`src/rtl/cpu_pkg.sv`:
```
// Shared pipeline types plus the load-extract and store-lane helpers
// used by the memory-access stage.
package cpu_pkg;

  localparam int MEM_ADDR_WIDTH = 10;

  localparam logic [1:0] SZ_B = 2'd0;
  localparam logic [1:0] SZ_H = 2'd1;
  localparam logic [1:0] SZ_W = 2'd2;

  typedef struct packed {
    logic       regWrite;
    logic       memRead;
    logic       memWrite;
    logic [1:0] memSize;
    logic       ldUnsigned;
  } Ctrl_t;

  typedef struct packed {
    logic [31:0] pc;
    logic [4:0]  rd;
    Ctrl_t       ctrl;
    logic [31:0] aluresult;
    logic [31:0] op2;
    logic [31:0] ld_data;
    logic        excp;
  } Ma_Wb_t;

  typedef struct packed {
    logic       valid;
    Ma_Wb_t     pkt;
    logic [1:0] offset;
  } Lsu_Slot_t;

  typedef struct packed {
    logic [31:0] data;
    logic [3:0]  strb;
  } St_Lane_t;

  function automatic logic misaligned(
    input logic [1:0] size,
    input logic [1:0] off
  );
    return ((size == SZ_H) & off[0]) |
           ((size == SZ_W) & (off != 2'd0));
  endfunction

  function automatic logic [31:0] load_extract(
    input logic [31:0] rdata,
    input logic [1:0]  off,
    input logic [1:0]  size,
    input logic        uns
  );
    logic [31:0] sh;
    logic [31:0] res;
    sh = rdata >> {off, 3'b000};
    unique case (1'b1)
      (size == SZ_B):
        res = uns ? {24'd0, sh[7:0]}
                  : {{24{sh[7]}}, sh[7:0]};
      (size == SZ_H):
        res = uns ? {16'd0, sh[15:0]}
                  : {{16{sh[15]}}, sh[15:0]};
      default:
        res = sh;
    endcase
    return res;
  endfunction

  function automatic St_Lane_t store_lanes(
    input logic [31:0] op2,
    input logic [1:0]  off,
    input logic [1:0]  size
  );
    St_Lane_t s;
    unique case (1'b1)
      (size == SZ_B): begin
        s.data = {4{op2[7:0]}};
        s.strb = 4'b0001 << off;
      end
      (size == SZ_H): begin
        s.data = {2{op2[15:0]}};
        s.strb = 4'b0011 << off;
      end
      default: begin
        s.data = op2;
        s.strb = 4'b1111;
      end
    endcase
    return s;
  endfunction

endpackage

```
`src/rtl/ma_lsu_fifo.sv`:
```
// Generic synchronous FIFO with flush and occupancy count;
// the head entry is presented straight from storage.
module ma_lsu_fifo #(
  parameter type T     = logic [31:0],
  parameter int  DEPTH = 4
) (
  input  logic                       Clk,
  input  logic                       Rst_n,
  input  logic                       Flush_i,
  input  logic                       Push_i,
  input  T                           Push_Data_i,
  input  logic                       Pop_i,
  output T                           Head_o,
  output logic                       Empty_o,
  output logic [$clog2(DEPTH+1)-1:0] Count_o
);

  localparam int AW = (DEPTH > 1) ? $clog2(DEPTH) : 1;
  localparam int CW = $clog2(DEPTH + 1);

  T               mem [DEPTH];
  logic [AW-1:0]  wptr;
  logic [AW-1:0]  rptr;
  logic [CW-1:0]  cnt;

  // Pointers wrap explicitly so non power-of-two depths work.
  function automatic logic [AW-1:0] inc(input logic [AW-1:0] p);
    return (p == AW'(DEPTH - 1)) ? '0 : p + 1'b1;
  endfunction

  always_ff @(posedge Clk or negedge Rst_n) begin
    if (!Rst_n) begin
      wptr <= '0;
      rptr <= '0;
      cnt  <= '0;
      for (int i = 0; i < DEPTH; i++) mem[i] <= '0;
    end else if (Flush_i) begin
      wptr <= '0;
      rptr <= '0;
      cnt  <= '0;
    end else begin
      if (Push_i) begin
        mem[wptr] <= Push_Data_i;
        wptr      <= inc(wptr);
      end
      if (Pop_i) rptr <= inc(rptr);
      case ({Push_i, Pop_i})
        2'b10:   cnt <= cnt + 1'b1;
        2'b01:   cnt <= cnt - 1'b1;
        default: cnt <= cnt;
      endcase
    end
  end

  assign Head_o  = mem[rptr];
  assign Empty_o = (cnt == '0);
  assign Count_o = cnt;

endmodule

```
`src/rtl/ma_lsu.sv`:
```
// Memory-access stage: pipelined DMEM loads/stores behind a fixed
// delay line and an in-order response FIFO towards WB.
module ma_lsu
  import cpu_pkg::*;
#(
  parameter int RD_LAT     = 1,
  parameter int FIFO_DEPTH = 4
) (
  input  logic                      Clk,
  input  logic                      Rst_n,
  input  logic                      Flush_i,
  input  Ma_Wb_t                    Ex_Payld_i,
  input  logic                      Ex_Valid_i,
  output logic                      Ex_Ready_o,
  output logic [MEM_ADDR_WIDTH-1:0] Dmem_Waddr,
  output logic [31:0]               Dmem_Wdata,
  output logic [3:0]                Dmem_Wstrb,
  output logic                      Dmem_Wen,
  output logic [MEM_ADDR_WIDTH-1:0] Dmem_Raddr,
  output logic                      Dmem_Ren,
  input  logic [31:0]               Dmem_Rdata,
  output Ma_Wb_t                    Ma_Payld_o,
  output logic                      Ma_Valid_o,
  input  logic                      Ma_Ready_i
);

  localparam int CW = $clog2(FIFO_DEPTH + 1);

  Lsu_Slot_t      dl [RD_LAT];
  Lsu_Slot_t      last;
  Ma_Wb_t         in_pkt;
  Ma_Wb_t         out_pkt;
  St_Lane_t       lane;
  logic [1:0]     off;
  logic           mis;
  logic           mem_op;
  logic           accept;
  logic           push;
  logic           pop;
  logic           fifo_empty;
  logic [CW-1:0]  fifo_cnt;
  logic [7:0]     occ;

  assign off = Ex_Payld_i.aluresult[1:0];

  // Credits: every in-flight or queued packet owns a FIFO slot.
  always_comb begin
    occ = 8'(fifo_cnt);
    for (int i = 0; i < RD_LAT; i++) occ = occ + 8'(dl[i].valid);
  end

  assign Ex_Ready_o = Rst_n & !Flush_i & (occ < 8'(FIFO_DEPTH));
  assign accept     = Ex_Valid_i & Ex_Ready_o;

  always_comb begin
    mis            = misaligned(Ex_Payld_i.ctrl.memSize, off);
    mem_op         = Ex_Payld_i.ctrl.memRead | Ex_Payld_i.ctrl.memWrite;
    in_pkt         = Ex_Payld_i;
    in_pkt.ld_data = '0;
    in_pkt.excp    = Ex_Payld_i.excp | (mem_op & mis);
    lane           = store_lanes(Ex_Payld_i.op2, off,
                                 Ex_Payld_i.ctrl.memSize);
    Dmem_Waddr     = '0;
    Dmem_Wdata     = '0;
    Dmem_Wstrb     = '0;
    Dmem_Wen       = 1'b0;
    Dmem_Raddr     = '0;
    Dmem_Ren       = 1'b0;
    if (accept & !mis) begin
      if (Ex_Payld_i.ctrl.memWrite) begin
        Dmem_Wen   = 1'b1;
        Dmem_Waddr = Ex_Payld_i.aluresult[MEM_ADDR_WIDTH+1:2];
        Dmem_Wdata = lane.data;
        Dmem_Wstrb = lane.strb;
      end
      if (Ex_Payld_i.ctrl.memRead) begin
        Dmem_Ren   = 1'b1;
        Dmem_Raddr = Ex_Payld_i.aluresult[MEM_ADDR_WIDTH+1:2];
      end
    end
  end

  always_ff @(posedge Clk or negedge Rst_n) begin
    if (!Rst_n) begin
      for (int i = 0; i < RD_LAT; i++) dl[i] <= '0;
    end else if (Flush_i) begin
      for (int i = 0; i < RD_LAT; i++) dl[i].valid <= 1'b0;
    end else begin
      dl[0] <= '{valid: accept, pkt: in_pkt, offset: off};
      for (int i = 1; i < RD_LAT; i++) dl[i] <= dl[i-1];
    end
  end

  // Read data lines up with the last delay slot.
  always_comb begin
    last    = dl[RD_LAT-1];
    push    = last.valid;
    out_pkt = last.pkt;
    if (last.pkt.ctrl.memRead & !last.pkt.excp)
      out_pkt.ld_data = load_extract(Dmem_Rdata, last.offset,
                                     last.pkt.ctrl.memSize,
                                     last.pkt.ctrl.ldUnsigned);
  end

  assign Ma_Valid_o = !fifo_empty;
  assign pop        = Ma_Valid_o & Ma_Ready_i;

  ma_lsu_fifo #(
    .T     (Ma_Wb_t),
    .DEPTH (FIFO_DEPTH)
  ) u_fifo (
    .Clk         (Clk),
    .Rst_n       (Rst_n),
    .Flush_i     (Flush_i),
    .Push_i      (push),
    .Push_Data_i (out_pkt),
    .Pop_i       (pop),
    .Head_o      (Ma_Payld_o),
    .Empty_o     (fifo_empty),
    .Count_o     (fifo_cnt)
  );

endmodule

```
`config.mk`:
```
export PLATFORM = sky130hd
export DESIGN_NAME = ma_lsu
export DESIGN_NICKNAME = d
export VERILOG_FILES = /design/src/rtl/cpu_pkg.sv /design/src/rtl/ma_lsu_fifo.sv /design/src/rtl/ma_lsu.sv
export SDC_FILE = /design/constraint.sdc
export NUM_CORES = 1
export LEC_CHECK = 0
export BUFFER_PORTS_ARGS = -buffer_cell sky130_fd_sc_hd__buf_4
export CORE_MARGIN = 4
export CORE_UTILIZATION = 50
export DETAILED_ROUTE_END_ITERATION = 6
export PLACE_DENSITY = 0.75
export SLEW_MARGIN = 20
export SYNTH_ARGS = -nofsm -noshare
export SYNTH_HDL_FRONTEND = slang
export SYNTH_SLANG_ARGS = --single-unit
```
`constraint.sdc`:
```
create_clock -name Clk -period 2.2 [get_ports Clk]
set_input_delay 0.33 -clock Clk [delete_from_list [all_inputs] [get_ports Clk]]
set_output_delay 0.33 -clock Clk [all_outputs]
set_load 0.05 [all_outputs]
```
==> results of run 1 <==
[metrics by stage]
stage | util [%] | cell area, µm²
floorplan | - | 30500
global placement | 57.3 | 34500
detailed placement | 57.3 | 34500
CTS | 65.8 | 39600
global route | 65.8 | 39600
finish | 65.8 | 39600
[worst reg2reg max path: stages, from the launching register on]
cell and delay, ps:
dfrtp_1 380, buf_4 160, o31ai_4 290, nor2_1 110, fa_1 390, nor3_1 270
o21ai_0 110, nor3b_1 150
[worst paths after layout]
kind                                         from                 to  cells past startpoint
worst max-delay path            u_fifo.Count_o[2]      Dmem_Wdata[3]                      8
worst min-delay path               Ex_Payld_i[36]             dl[38]                      2
worst max register to register  u_fifo.Count_o[0]  u_fifo.Count_o[2]                      7
worst min register to register    u_fifo.mem[136]    u_fifo.mem[136]                      2
max in group asynchronous                   Rst_n    u_fifo.mem[404]                      4
min in group asynchronous                   Rst_n     u_fifo.rptr[1]                      3
[area by class of cell]
type	count	share of cell area [%]
sequential	676	42.7
multi-input combinational	1859	32.1
timing repair buffer	569	16.3
clock buffer	107	5.39
tap	782	2.47
clock inverter	25	0.919
inverter	10	0.0947
antenna	1	0.00631
[kinds of logic after synthesis]
logic type,count (synthesis),share of synthesized area (%)
xor+xnor,3,0.0864
compound gates,205,4.81
mux,409,20.1
simple gates,1236,16.0
buf+inv,202,3.06
fa+ha+maj,6,0.271
flops,676,55.6
[flip-flops by register name, indices dropped and copies added (netlist names)]
signal,cells
dl,108
u_fifo.wptr,2
u_fifo.Count_o,3
u_fifo.rptr,2
u_fifo.mem,560
push,1
[per-layer routing]
layer  vias to the layer above  part of all wire [%]  track usage [%]  wire length (µm)
met4                         4                   3.5             9.68              3140
met2                      1063                    50             45.7             45000
met3                       217                   7.5             5.75              6670
met5                         -                 0.026                0                23
met1                     11900                    39             35.5             34400
li1                      10100                     -                -                 -
[cells in the final DEF (no fill, tap or decap), drive strengths merged, types with 3 or more instances in the layout]
| cell type | Yosys | final |
|---|---|---|
| nand2 | 1024 | 1024 |
| dfrtp | 676 | 676 |
| buf | 111 | 470 |
| mux2 | 216 | 216 |
| nor2 | 144 | 144 |
| mux4 | 141 | 141 |
| clkbuf | 81 | 109 |
| dlygate4sd3 | 0 | 95 |
| o21ai | 83 | 83 |
| mux2i | 52 | 52 |
| o22ai | 48 | 48 |
| and2 | 32 | 32 |
| a21oi | 31 | 31 |
| a22o | 28 | 28 |
| inv | 10 | 15 |
| clkinv | 0 | 11 |
| nor3b | 9 | 9 |
| nor3 | 9 | 9 |
| o211ai | 7 | 7 |
| bufinv | 0 | 7 |
| ha | 5 | 5 |
| nand2b | 5 | 5 |
| xnor2 | 3 | 3 |
| nor2b | 3 | 3 |
[repair_timing]
item,CTS,global route
setup endpoints to repair,198,466
hold buffers,96,0
gates resized for setup,252,48
cloned,15,3
setup buffers,26,3
endpoints found under the hold margin,260,0
[report_power, final]
part           switching, mW  total [mW]  internal (mW)
clock network           5.10        12.7           7.61
registers               1.26        15.6           14.4
logic                   10.8        19.1           8.27
total                   17.2        47.5           30.3
==> metrics.txt, run 1 <==
status=complete, but fails checks; failing checks=negative setup slack; Max-slew headroom=33.4%; LEAKAGE=19.4 nW; Die X=255 µm; r2r setup slk=190 ps; Unique masters post-synth=44; cts bufs inserted=73; first-pass GRT wire length=138 mm; sequential share of the synthesized area=55.6%; FF+latch count, synth=676; Port Buf Inserts=344; syn_nets=2920; fin nets=3372; CP cell instances=nor2_2 -> nand4_1 -> buf_4 -> or3_4 -> inv_2 -> buf_12 -> and2_1 -> buf_6; DR iter-0 viols=2159; gr usage total=27.2%; setup ws final=-580 ps; FF/Latch Area=16900 µm²; Post-Syn Area=30400 µm²; Sink Count=676; die height=255 µm; final critical-path required period=2780 ps; total core area=60200 µm²; Commonest cells post-synth=nand2_1, dfrtp_1, mux2_2; leading area contributor after synthesis=dfrtp_1; Hold WS=40.1 ps; Rows=90; GP Congestion=0.846; Max Clock Skew=17.3 ps; Mapped Cells=2737; final hold vios=0; CP Launch Type=flop; nature of the critical path endpoint=output port; critical path class=flop to output port; routed len/inst=22.1 µm; # DRC=0; delay-heaviest family, CP=simple AND/OR/NAND/NOR gates; Vias/cell=5.79; Warnings, synthesis=0; ys async rst share=100%; MaxCap Viol Count=0; multi-input logic area=12700 µm²; Req. time, crit path=1870 ps; Buf+Inv Stages, Crit Path=4; highest clock rate=360 MHz; Routed WL=89.2 mm; max incr delay on CP=400 ps; GRT overflow=0; hpwl dp=51.9 mm; ys flop type=dfrtp_1; Longest Clk Path Bufs=3; final worst path period share=126%; crit-path max FO=19; H-tree depth=3; fin cells=4029; Final Power=47.5 mW; initial antenna violation count=3; drt pass-1 iters=7; post-synth top area share=55.6%; worst hold path class=input pin to flop; setup tns final=-68320 ps; dpl ws=-90.3 ps; Worst-path clk slew=60 ps; root buffer cell=clkbuf_16; CTS tree=yes; I/O Pins=377; Area contributors post-synth=dfrtp_1, nand2_1, mux4_2; number of max-slew violations in the final report=0; post-placement cell count=3763; largest net degree at the start of global routing=191; Final Setup Violations=198; RSZ-0062 raised after global routing=yes; routed via count=23.3k; syn_area_per_cell=11.1 µm²; EDFF count, synth=0; actual slew at the worst max-slew pin=999 ps; post-route ant nets=0; clk_lat worst skew=610 ps; most frequent cell after synthesis=nand2_1; filler instances=4132; Die ar.=64800 µm²; slowest stage cell, crit path=or3_4; number of global-route vias before repair=24.7k; pwr/cell area=1200 nW/µm²; maximum vdd drop=0.910 mV; arrival time at the worst endpoint=2450 ps; Area Growth Syn to Fin=30.3%; Initial Utilization=50.5%; layout cells sized above 1=31.9%
No activity file was read; power rests on OpenSTA's default activity.
==> run 2: changes to the inputs <==
--- a/config.mk
+++ b/config.mk
@@ -13,4 +13,5 @@
 export SLEW_MARGIN = 20
 export SYNTH_ARGS = -nofsm -noshare
 export SYNTH_HDL_FRONTEND = slang
+export SYNTH_HIERARCHICAL = 1
 export SYNTH_SLANG_ARGS = --single-unit
==> run 2 against run 1 <==
Net effect:
- clock power barely moved
- the run still ends with negative setup slack left
- maximum frequency rose by 8.0%
- hold slack got worse by 1.4 ps
- die area rose by 4.8%
- sequential power barely moved
- largest cell class unchanged
- largest power group unchanged
- first-iteration DRC count fell by 50%
- utilization fell by 0.35 points
- critical endpoint is now Ma_Payld_o[69]
- sequential cell count did not move
==> metrics.txt, run 2 <==
status=complete, but fails checks; failing checks=negative setup slack; Worst-path clk slew=60 ps; Longest Clk Path Bufs=3; Routed WL=85.3 mm; commonest non-fill, non-tap cells in the layout=dfrtp_1, mux2_4, mux2_2; Largest register FFs=560; slowest stage cell, crit path=dfrtp_4; dpl ws=-54.3 ps; maximum vdd drop=0.872 mV; Met2 Routed Length=41.4 mm; drt pass-1 iters=5; # DRC=0; CTS tree=yes; actual slew at the worst max-slew pin=1030 ps; largest net degree at the start of global routing=182; die height=261 µm; initial antenna violation count=5; LEAKAGE=20.1 nW; GP Congestion=0.842; MaxCap Viol Count=0; hpwl dp=51.7 mm; Buf+Inv Stages, Crit Path=4; Warnings, synthesis=6; Initial Utilization=50.6%; CP Capture Point=Ma_Payld_o[69]; Req. time, crit path=1870 ps; DR iter-0 viols=1074; RSZ-0062 raised after global routing=yes; clk_lat worst skew=610 ps; Area Growth Syn to Fin=29.3%; Max Clock Skew=20.9 ps; met3 routed wirelength=5.94 mm; syn_nets=2097; FF+latch count, synth=676; highest clock rate=389 MHz; sequential share of the synthesized area=53.0%; Port Buf Inserts=344; DRT met1 WL=34.7 mm; total core area=63100 µm²; number of max-slew violations in the final report=0; I/O Pins=377; first-pass GRT wire length=130 mm; pwr/cell area=1120 nW/µm²; arrival time at the worst endpoint=2240 ps; worst r2r path cells=7; nature of the critical path endpoint=output port; crit path from=u_fifo/rptr[0]; fin nets=2593; Area contributors post-synth=dfrtp_1, mux2_4, mux4_2; GRT overflow=0; CP Launch Type=flop; cts bufs inserted=75; routed via count=19.0k; crit-path max FO=5; Sink Count=676; final hold vios=0; post-route ant nets=0; routed len/inst=25.7 µm; Post-Syn Area=31900 µm²; EDFF count, synth=0; Vias/cell=5.74; max incr delay on CP=530 ps; worst r2r src=u_fifo/Count_o[0]; reg2reg end=u_fifo/Count_o[2]; r2r setup slk=90 ps; gr usage total=24.9%; delay-heaviest family, CP=buffers and inverters; Rows=92; Unique masters post-synth=45; Reg with most FFs=u_fifo/mem; Die ar.=67900 µm²; post-synth top area share=53.0%; leading area contributor after synthesis=dfrtp_1; worst hold path class=input pin to flop; Final Cell Area=41300 µm²; Mapped Cells=1915; Max-slew headroom=31.3%; layout cells sized above 1=60.1%; ys flop type=dfrtp_1; commonest non-fill, non-tap cell in the layout=dfrtp_1; final critical-path required period=2570 ps; Final Setup Violations=199; H-tree depth=3; Final Power=46.2 mW; most frequent cell after synthesis=dfrtp_1; Die X=261 µm; number of global-route vias before repair=21.2k; CP cell instances=buf_4 -> buf_16 -> buf_4 -> mux4_2 -> buf_6; ys async rst share=100%; critical path class=flop to output port; cell depth of the worst setup path=5; final worst path period share=117%; setup ws final=-373 ps; Cell Area, Placed=36000 µm²; Hold WS=38.7 ps; crit-path most repeated cell=buf_4; syn_area_per_cell=16.7 µm²; top sig layer=met5; Commonest cells post-synth=dfrtp_1, mux2_4, mux2_2; root buffer cell=clkbuf_16
## run 2: cell count changes after synthesis, sizes merged, moves of 30 or more
cell / previous run / this run
nand2: 1024 / 43
mux2: 216 / 673
nor2: 144 / 24
clkbuf: 81 / 19
o21ai: 83 / 31
o22ai: 48 / 0
nor3: 9 / 47
and2: 32 / 2
## run 2: power by group
group	internal, mW	leakage, nW	switching (mW)
logic	7.83	9.95	9.73
registers	14.3	8.93	1.32
clock network	7.73	1.24	5.21
total	29.9	20.1	16.3
## run 2: kinds of logic after synthesis
group | synth area share (%)
muxes | 39.4
DFF | 53.0
buffers and inverters | 3.40
and+or+nand+nor | 2.30
AOI/OAI and AO/OA | 1.41
xor gates and xnor gates | 0.220
adders and majority gates | 0.220
## run 2: worst min path at each step
stage | start | end | depth (start not counted)
6_report | Ex_Payld_i[0] | dl[2] | 3
5_1_grt | Ex_Payld_i[0] | dl[2] | 3
4_1_cts | Ex_Payld_i[0] | dl[2] | 3
3_5_place_dp | Rst_n | u_fifo/mem[64] | 2
3_3_place_gp | Rst_n | u_fifo/mem[484] | 2
2_1_floorplan | Rst_n | dl[100] | 0
## run 2: through the flow
step	utilization (%)	setup TNS (ps)	instances
2_1_floorplan	-	-6380	1915
4_1_cts	65.0	-62490	3311
6_report	65.4	-53930	3318
5_1_grt	65.4	-69290	3318
3_3_place_gp	57.1	-378	3055
3_5_place_dp	57.1	-1850	3055
## run 2: timing repair
action,in CTS,in global routing
pin swaps,40,7
setup endpoints to repair,205,391
hold buffers,87,0
endpoints found under the hold margin,153,0
gates cloned,11,3
buffers inserted,23,7
resized for setup,246,71
## run 2: final cells by class
type | count | area [µm²]
Clock inverter | 30 | 382
Fill cell | 4186 | 21800
Multi-Input combinational cell | 1074 | 14700
Timing Repair Buffer | 557 | 5930
Tap cell | 846 | 1060
Antenna cell | 3 | 7.51
Inverter | 27 | 104
Sequential cell | 676 | 16900
Clock buffer | 105 | 2160
## run 2: routing by layer
layer / GRT usage [%] / up-vias
met3: 6.98 / 183
met4: 9.77 / 4
met5: 0 / -
li1: - / 8085
met1: 32.3 / 10200
met2: 40.1 / 601
## run 2: worst reg2reg max path: stages, from the launching register on
cell and delay [ps]:
dfrtp_1 470, nor3_2 270, nor2b_1 150, nor2b_1 160, fa_1 380, nor3b_1 280, o21ai_0 110, nor3b_1 140
